`config.mk`:
```
export PLATFORM = sky130hd
export DESIGN_NAME = baccarat_sequencer
export DESIGN_NICKNAME = d
export VERILOG_FILES = /design/src/rtl/baccarat_sequencer.sv
export SDC_FILE = /design/constraint.sdc
export NUM_CORES = 1
export LEC_CHECK = 0
export ABC_AREA = 1
export ABC_CLOCK_PERIOD_IN_PS = 2700
export BUFFER_PORTS_ARGS = -buffer_cell sky130_fd_sc_hd__buf_4
export CAP_MARGIN = 20
export CORE_MARGIN = 5
export CORE_UTILIZATION = 50
export DETAILED_ROUTE_END_ITERATION = 7
export GPL_TIMING_DRIVEN = 0
export PLACE_DENSITY = 0.79
export SYNTH_ARGS = -nofsm -noshare
export SYNTH_HDL_FRONTEND = slang
export SYNTH_SLANG_ARGS = --single-unit
```
`constraint.sdc`:
```
create_clock -name slow_clock -period 2.7 [get_ports slow_clock]
set_input_delay 0.54 -clock slow_clock [delete_from_list [all_inputs] [get_ports slow_clock]]
set_output_delay 0.54 -clock slow_clock [all_outputs]
set_load 0.03 [all_outputs]
```
`src/rtl/baccarat_sequencer.sv`:
```
// -----------------------------------------------------------------------------
// baccarat_sequencer
//
// Control sequencer for one baccarat hand. It issues the card-register load
// strobes in deal order, applies the player and dealer third-card rules, and
// registers the win lights when the hand finishes.
//
// Ports
//   slow_clock        : single clock, rising-edge active
//   reset             : synchronous, active-high; returns the sequencer to P1
//   step              : advance enable; the state only moves on step=1 edges
//   pscore, dscore    : current player / dealer hand scores (0-9)
//   pcard3            : player third card code (1=A, 2-9, 10-13 = T/J/Q/K)
//   load_pcard1..3    : combinational single-cycle player card load strobes
//   load_dcard1..3    : combinational single-cycle dealer card load strobes
//   player_win_light  : registered, pscore >= dscore at the end of the hand
//   dealer_win_light  : registered, dscore >= pscore (a tie lights both)
//   done              : registered, high while the sequencer is in DONE
// -----------------------------------------------------------------------------
module baccarat_sequencer (
    input  logic       slow_clock,
    input  logic       reset,
    input  logic       step,
    input  logic [3:0] pscore,
    input  logic [3:0] dscore,
    input  logic [3:0] pcard3,
    output logic       load_pcard1,
    output logic       load_pcard2,
    output logic       load_pcard3,
    output logic       load_dcard1,
    output logic       load_dcard2,
    output logic       load_dcard3,
    output logic       player_win_light,
    output logic       dealer_win_light,
    output logic       done
);

    typedef enum logic [3:0] {
        P1    = 4'd0,
        D1    = 4'd1,
        P2    = 4'd2,
        D2    = 4'd3,
        EVAL1 = 4'd4,
        P3    = 4'd5,
        EVAL2 = 4'd6,
        D3    = 4'd7,
        DONE  = 4'd8
    } state_t;

    state_t state;
    state_t state_next;

    logic advance;        // step qualified by reset: strobes never fire during reset
    logic latch_lights;   // register the win lights on this edge
    logic set_pending;    // D3 -> DONE: lights must wait for the last dealer score
    logic lights_pending;

    assign advance = step & ~reset;

    // Face cards and tens count as zero; codes outside 1-13 are treated as zero.
    function automatic logic [3:0] card_value(input logic [3:0] code);
        if (code >= 4'd1 && code <= 4'd9)
            card_value = code;
        else
            card_value = 4'd0;
    endfunction

    // Dealer third-card rule given the dealer score and the player's third card value.
    function automatic logic dealer_draws(input logic [3:0] ds, input logic [3:0] v);
        case (ds)
            4'd0, 4'd1, 4'd2: dealer_draws = 1'b1;
            4'd3:             dealer_draws = (v != 4'd8);
            4'd4:             dealer_draws = (v >= 4'd2) && (v <= 4'd7);
            4'd5:             dealer_draws = (v >= 4'd4) && (v <= 4'd7);
            4'd6:             dealer_draws = (v >= 4'd6) && (v <= 4'd7);
            default:          dealer_draws = 1'b0;
        endcase
    endfunction

    always_comb begin
        state_next   = state;
        load_pcard1  = 1'b0;
        load_pcard2  = 1'b0;
        load_pcard3  = 1'b0;
        load_dcard1  = 1'b0;
        load_dcard2  = 1'b0;
        load_dcard3  = 1'b0;
        latch_lights = 1'b0;
        set_pending  = 1'b0;

        case (state)
            P1: if (advance) begin
                load_pcard1 = 1'b1;
                state_next  = D1;
            end
            D1: if (advance) begin
                load_dcard1 = 1'b1;
                state_next  = P2;
            end
            P2: if (advance) begin
                load_pcard2 = 1'b1;
                state_next  = D2;
            end
            D2: if (advance) begin
                load_dcard2 = 1'b1;
                state_next  = EVAL1;
            end
            EVAL1: if (advance) begin
                if (pscore >= 4'd8 || dscore >= 4'd8) begin
                    state_next   = DONE;
                    latch_lights = 1'b1;
                end else if (pscore <= 4'd5) begin
                    state_next = P3;
                end else if (dscore <= 4'd5) begin
                    state_next = D3;
                end else begin
                    state_next   = DONE;
                    latch_lights = 1'b1;
                end
            end
            P3: if (advance) begin
                load_pcard3 = 1'b1;
                state_next  = EVAL2;
            end
            EVAL2: if (advance) begin
                if (dealer_draws(dscore, card_value(pcard3))) begin
                    state_next = D3;
                end else begin
                    state_next   = DONE;
                    latch_lights = 1'b1;
                end
            end
            D3: if (advance) begin
                load_dcard3 = 1'b1;
                state_next  = DONE;
                set_pending = 1'b1;
            end
            // DONE is absorbing; the only work left is the deferred light update.
            DONE: if (advance) begin
                latch_lights = lights_pending;
            end
            default: state_next = P1;
        endcase
    end

    always_ff @(posedge slow_clock) begin
        if (reset) begin
            state            <= P1;
            done             <= 1'b0;
            player_win_light <= 1'b0;
            dealer_win_light <= 1'b0;
            lights_pending   <= 1'b0;
        end else begin
            state <= state_next;
            done  <= (state_next == DONE);
            if (latch_lights) begin
                player_win_light <= (pscore >= dscore);
                dealer_win_light <= (dscore >= pscore);
            end
            if (set_pending)
                lights_pending <= 1'b1;
            else if (latch_lights)
                lights_pending <= 1'b0;
        end
    end

endmodule

```
=== After elaboration in Yosys (flattened, before gate mapping) ===
Cells that the tools add are included.
Widths: inputs -> output; s select.

* Register bits: 8
* Word-level logic and storage cells: 80

* Order comparisons: 12
* Eq/ne operators: 16
* Multiplexer cells: 36
* Bitwise gates (word level): 2
* Reduce and logical (&&, ||, !) cells: 9

{| class="wikitable"
|+ Operators with widths
! kind !! count
|-
| $mux 4 || 15
|-
| $pmux 4 s9 || 1
|-
| $eq 4x3->1 const B || 7
|-
| $mux 1 || 18
|-
| $eq 4x2->1 const B || 4
|-
| $le 4x3->1 const B || 3
|-
| $eq 4x1->1 const B || 2
|-
| $eq 4x4->1 const B || 2
|-
| $ge 4x3->1 const B || 2
|-
| $ge 4x4->1 || 2
|-
| $ge 4x4->1 const B || 2
|-
| $logic_not 4->1 || 2
|-
| $pmux 1 s5 || 1
|-
| $ge 4x1->1 const B || 1
|-
| $ge 4x2->1 const B || 1
|-
| $le 4x4->1 const B || 1
|-
| $logic_and 1x1->1 || 4
|-
| $ne 4x4->1 const B || 1
|-
| $pmux 1 s3 || 1
|-
| $reduce_or 3->1 || 1
|-
| $reduce_bool 2->1 || 1
|-
| $and 1x1->1 || 1
|-
| $logic_or 1x1->1 || 1
|-
| $not 1->1 || 1
|}

=== Longest topological paths before layout ===
* Word-level depth: 15
* Gate-level depth with buffers: 11
* Depth with buffers taken out: 11

=== Worst setup path after synthesis ===
No wires, ideal clock.

* Path kind: input to output
* Start: input port reset
* End: output port load_dcard2
* Arrival time: 1.644 ns
* Data required time: 2.160 ns
* Path slack: 0.516 ns
* Stages: 3
* Path buffers: 0
* Cell sequence: inv_2 -> nand2_4 -> nor4_1

* Word-level cells in the longest chain between the ends: 4

{| class="wikitable"
|+ RTL lines
! what !! RTL line !! text
|-
| start, declared || 22 || <nowiki>input logic reset,</nowiki>
|-
| $not 1->1 || 58 || <nowiki>assign advance = step & ~reset;</nowiki>
|-
| $and 1x1->1 || 58 ||
|-
| $mux 1 || 104 || <nowiki>D2: if (advance) begin</nowiki>
|-
| $mux 1 || 91 || <nowiki>case (state)</nowiki>
|-
| end, declared || 31 || <nowiki>output logic load_dcard2,</nowiki>
|}

No other way between the ends.

=== Worst setup path after layout ===
* Start: input port reset
* End: output port load_dcard3

* Word-level cells in the longest chain between the ends: 4

{| class="wikitable"
|+ RTL lines
! what !! RTL line !! text
|-
| $not 1->1 || 58 ||
|-
| $and 1x1->1 || 58 ||
|-
| $mux 1 || 133 || <nowiki>D3: if (advance) begin</nowiki>
|-
| $mux 1 || 91 ||
|-
| end, declared || 32 || <nowiki>output logic load_dcard3,</nowiki>
|}

No other way between the ends.

==> results by group <==
Layout
  • P&R area growth vs syn: 29.03%
  • Final net count: 166
  • Share of layout cells above drive strength 1: 30.34%
  • N_diodes: 0

Worst setup path
  • Slowest stage delay, CP: 0.15 ns
  • Reg2reg path depth: 6
  • Kind of critical path: primary input to output pin
  • Crit end category: output pin
  • Cells along the critical path: buf_4 > inv_2 > nand2_4 > inv_2 > buf_6 > nand2_1 > inv_1 > buf_4
  • Slowest CP cell: buf_4
  • Flop2flop setup slack: 1.41 ns
  • R2r endpoint: state[0]$_SDFF_PP0_
  • CP arrival: 1.38 ns
  • CP Max Fanout: 10
  • Reg2reg start: state[2]$_SDFF_PP0_
  • Worst EP required: 2.16 ns
  • CP Launch Type: primary input

Timing
  • Clk_skew: 0.009183 ns
  • Period Utilization, post-route: 71.29%
  • FMAX: 0.5195 GHz
  • Slew Viols, Final: 0
  • Final setup viols: 0
  • Rel. slew slack: 77.29%
  • Final worst slack: 0.7752 ns
  • Minimum clock period after layout: 1.925 ns
  • Setup TNS: 0 ns
  • Least-Margin Pin Slew: 0.3376 ns
  • RSZ-0062 raised after global routing: false
  • Hold Fails Final Rpt: 0

Outcome
  • Outcome: completed

GRT
  • Number of global-route vias before repair: 758
  • Routing usage on met1: 22.22%
  • Grt ovf: 0
  • Overall Global Routing Usage: 16.52%
  • Most Crowded Layer GR: met2
  • First-pass GRT wire length: 3208 um
  • Grt met3 use: 3.364%
  • Largest net degree at the start of global routing: 11
  • Initial antenna violation count: 0
  • Grt met2 use: 24.57%

Floorplanning
  • Die area: 2342 um2
  • Die Ht: 48.39 um
  • Die X: 48.39 um
  • Ports: 24
  • Number of cell rows: 13
  • Starting Density: 54.59%
  • Core footprint: 1350 um2

Min path
  • Hold Path End: lights_pending$_SDFFE_PP0P_
  • Min-Delay Path Class: flop to flop
  • HP Start: lights_pending$_SDFFE_PP0P_
  • WHS Path Cells: 2

Detailed routing
  • Initial DRC count: 20
  • DRT Wirelength: 1811 um
  • Antenna-violating nets left: 0
  • Via count: 825
  • DR vias/cell: 5.156
  • Drt drc: 0
  • 1st-pass router iterations: 4
  • Post-DR wirelength/cell: 11.32 um

Clock tree
  • Deepest clock path buffer count: 2
  • CTS Hold Bufs: 0
  • PostCTS Resize Cnt: 0
  • H-tree lvl count: 1
  • Postcts setup bufs: 0
  • Total CTS buffers: 3
  • CTS tree: yes
  • Clock insertion delay at the later pin of the skew report: 0.26 ns
  • Reg clk slew, reported paths: 0.06 ns
  • Clk sinks: 8
  • Clk Tree Root Cell: clkbuf_4

Placed design
  • Gp weighted congestion: 0.8014
  • I/O Buffers: 23
  • Setup slack at placement: 0.7761 ns
  • Dpl hpwl: 1526 um

Pwr
  • P per Cell Area: 301.7 nW/um2
  • Leak: 0.5208 nW
  • Worst vdd rail ir drop: 0.2307 mV

Logic synthesis
  • Synth warnings: 0
  • Synth top area share: 21.73%
  • Synth Instances: 119
  • Synth cell types: 24
  • Register bit total from synthesis: 8
  • Seq/Total Area, Yosys: 21.73%
  • Syn Nets: 138
  • Yosys top cell by area: dfxtp_1
  • Syn Std Cell Area: 737.0 um2
  • Top cells by area, synth: dfxtp_1 22%, nand2_1 15%, inv_1 8.1%
  • Syn avg cell area: 6.193 um2

Run
  • MaxCap Viol Count: 0
worst max-delay path, delay by kind of cell:
family | cells | cell delay, ns
buffers and inverters | 6 | 0.64
and+or+nand+nor | 2 | 0.20
Yosys cell counts:
cell and count:
a21oi_1 8, a21oi_2 1, a31oi_1 1, a41oi_1 1, buf_6 1, dfxtp_1 8, ha_1 4, inv_1 16
inv_2 7, nand2_1 29, nand2_2 1, nand2_4 2, nand3_1 9, nand3b_1 1, nand4_1 2, nand4_2 1
nor2_1 15, nor2_2 1, nor2_4 1, nor3_4 1, nor4_1 2, o211ai_1 2, o21ai_0 3, o21ai_2 2
registers in the layout, summed over array words and instances, names as in the netlist:
register          cells
state                 4
dealer_win_light      1
done                  1
lights_pending        1
player_win_light      1
metrics by stage:
stage / instances / instance area, um2 / hold WS, ns / utilization (%) / power, mW
after floorplan: 119 / 737.0 / 0.4330 / - / 0.1667
after global routing: 160 / 950.9 / 0.4776 / 70.44 / 0.3069
final: 160 / 950.9 / 0.4633 / 70.44 / 0.2869
after CTS: 160 / 950.9 / 0.4635 / 70.44 / 0.2910
after detailed placement: 157 / 928.4 / 0.4533 / 68.77 / 0.1976
after global placement: 157 / 928.4 / 0.4471 / 68.77 / 0.1945
power by group:
group          leakage, nW  switching [mW]  total, mW  internal, mW
Combinational        0.442          0.0415     0.0741        0.0326
Clock               0.0138          0.0409     0.0918        0.0509
Sequential          0.0646         0.00167      0.121         0.119
Total                0.521          0.0841      0.287         0.203
worst max-delay path by stage:
stage / to / depth (start not counted) / from / slack [ns]
finish: load_dcard3 / 8 / reset / 0.78
global route: load_dcard2 / 3 / state[1]$_SDFF_PP0_ / 0.68
CTS: load_dcard3 / 8 / reset / 0.78
detailed placement: load_dcard3 / 8 / reset / 0.78
global placement: load_dcard3 / 8 / reset / 0.79
floorplan: load_dcard2 / 3 / reset / 0.52
cell families (layout without fill, tap and decap cells):
family          Yosys count  in the layout  synth area share [%]
compound gates           18             18                 15.11
fa+ha+maj                 4              4                 6.791
flops                     8              8                 21.73
simple gates             65             65                 43.12
buf+inv                  24             50                 13.24
layout make-up:
cell class,instances,area [um2]
sequential,8,160.2
clock buffer,3,22.52
inverter,23,86.33
fill,121,399.1
timing repair buffer,23,172.7
tap,15,18.77
buffer,1,11.26
multi-input combinational,87,479.2
placed cells by master, fill, tap and decap left out, types with 2 or more instances in the layout:
master and n:
nand3_1 9, buf_4 23, clkbuf_4 3, nor4_1 2, nand2_1 29, o211ai_1 2
dfxtp_1 8, inv_1 16, o21ai_0 3, nand2_4 2, o21ai_2 2, nand4_1 2
ha_1 4, inv_2 7, nor2_1 15, a21oi_1 8
metal layers:
layer / wire, um / share of wire (%)
met3: 144 / 8.0
met4: 29 / 1.6
met5: 0 / 0
met2: 794 / 44
met1: 843 / 47
No activity file was read; power rests on OpenSTA's default activity.
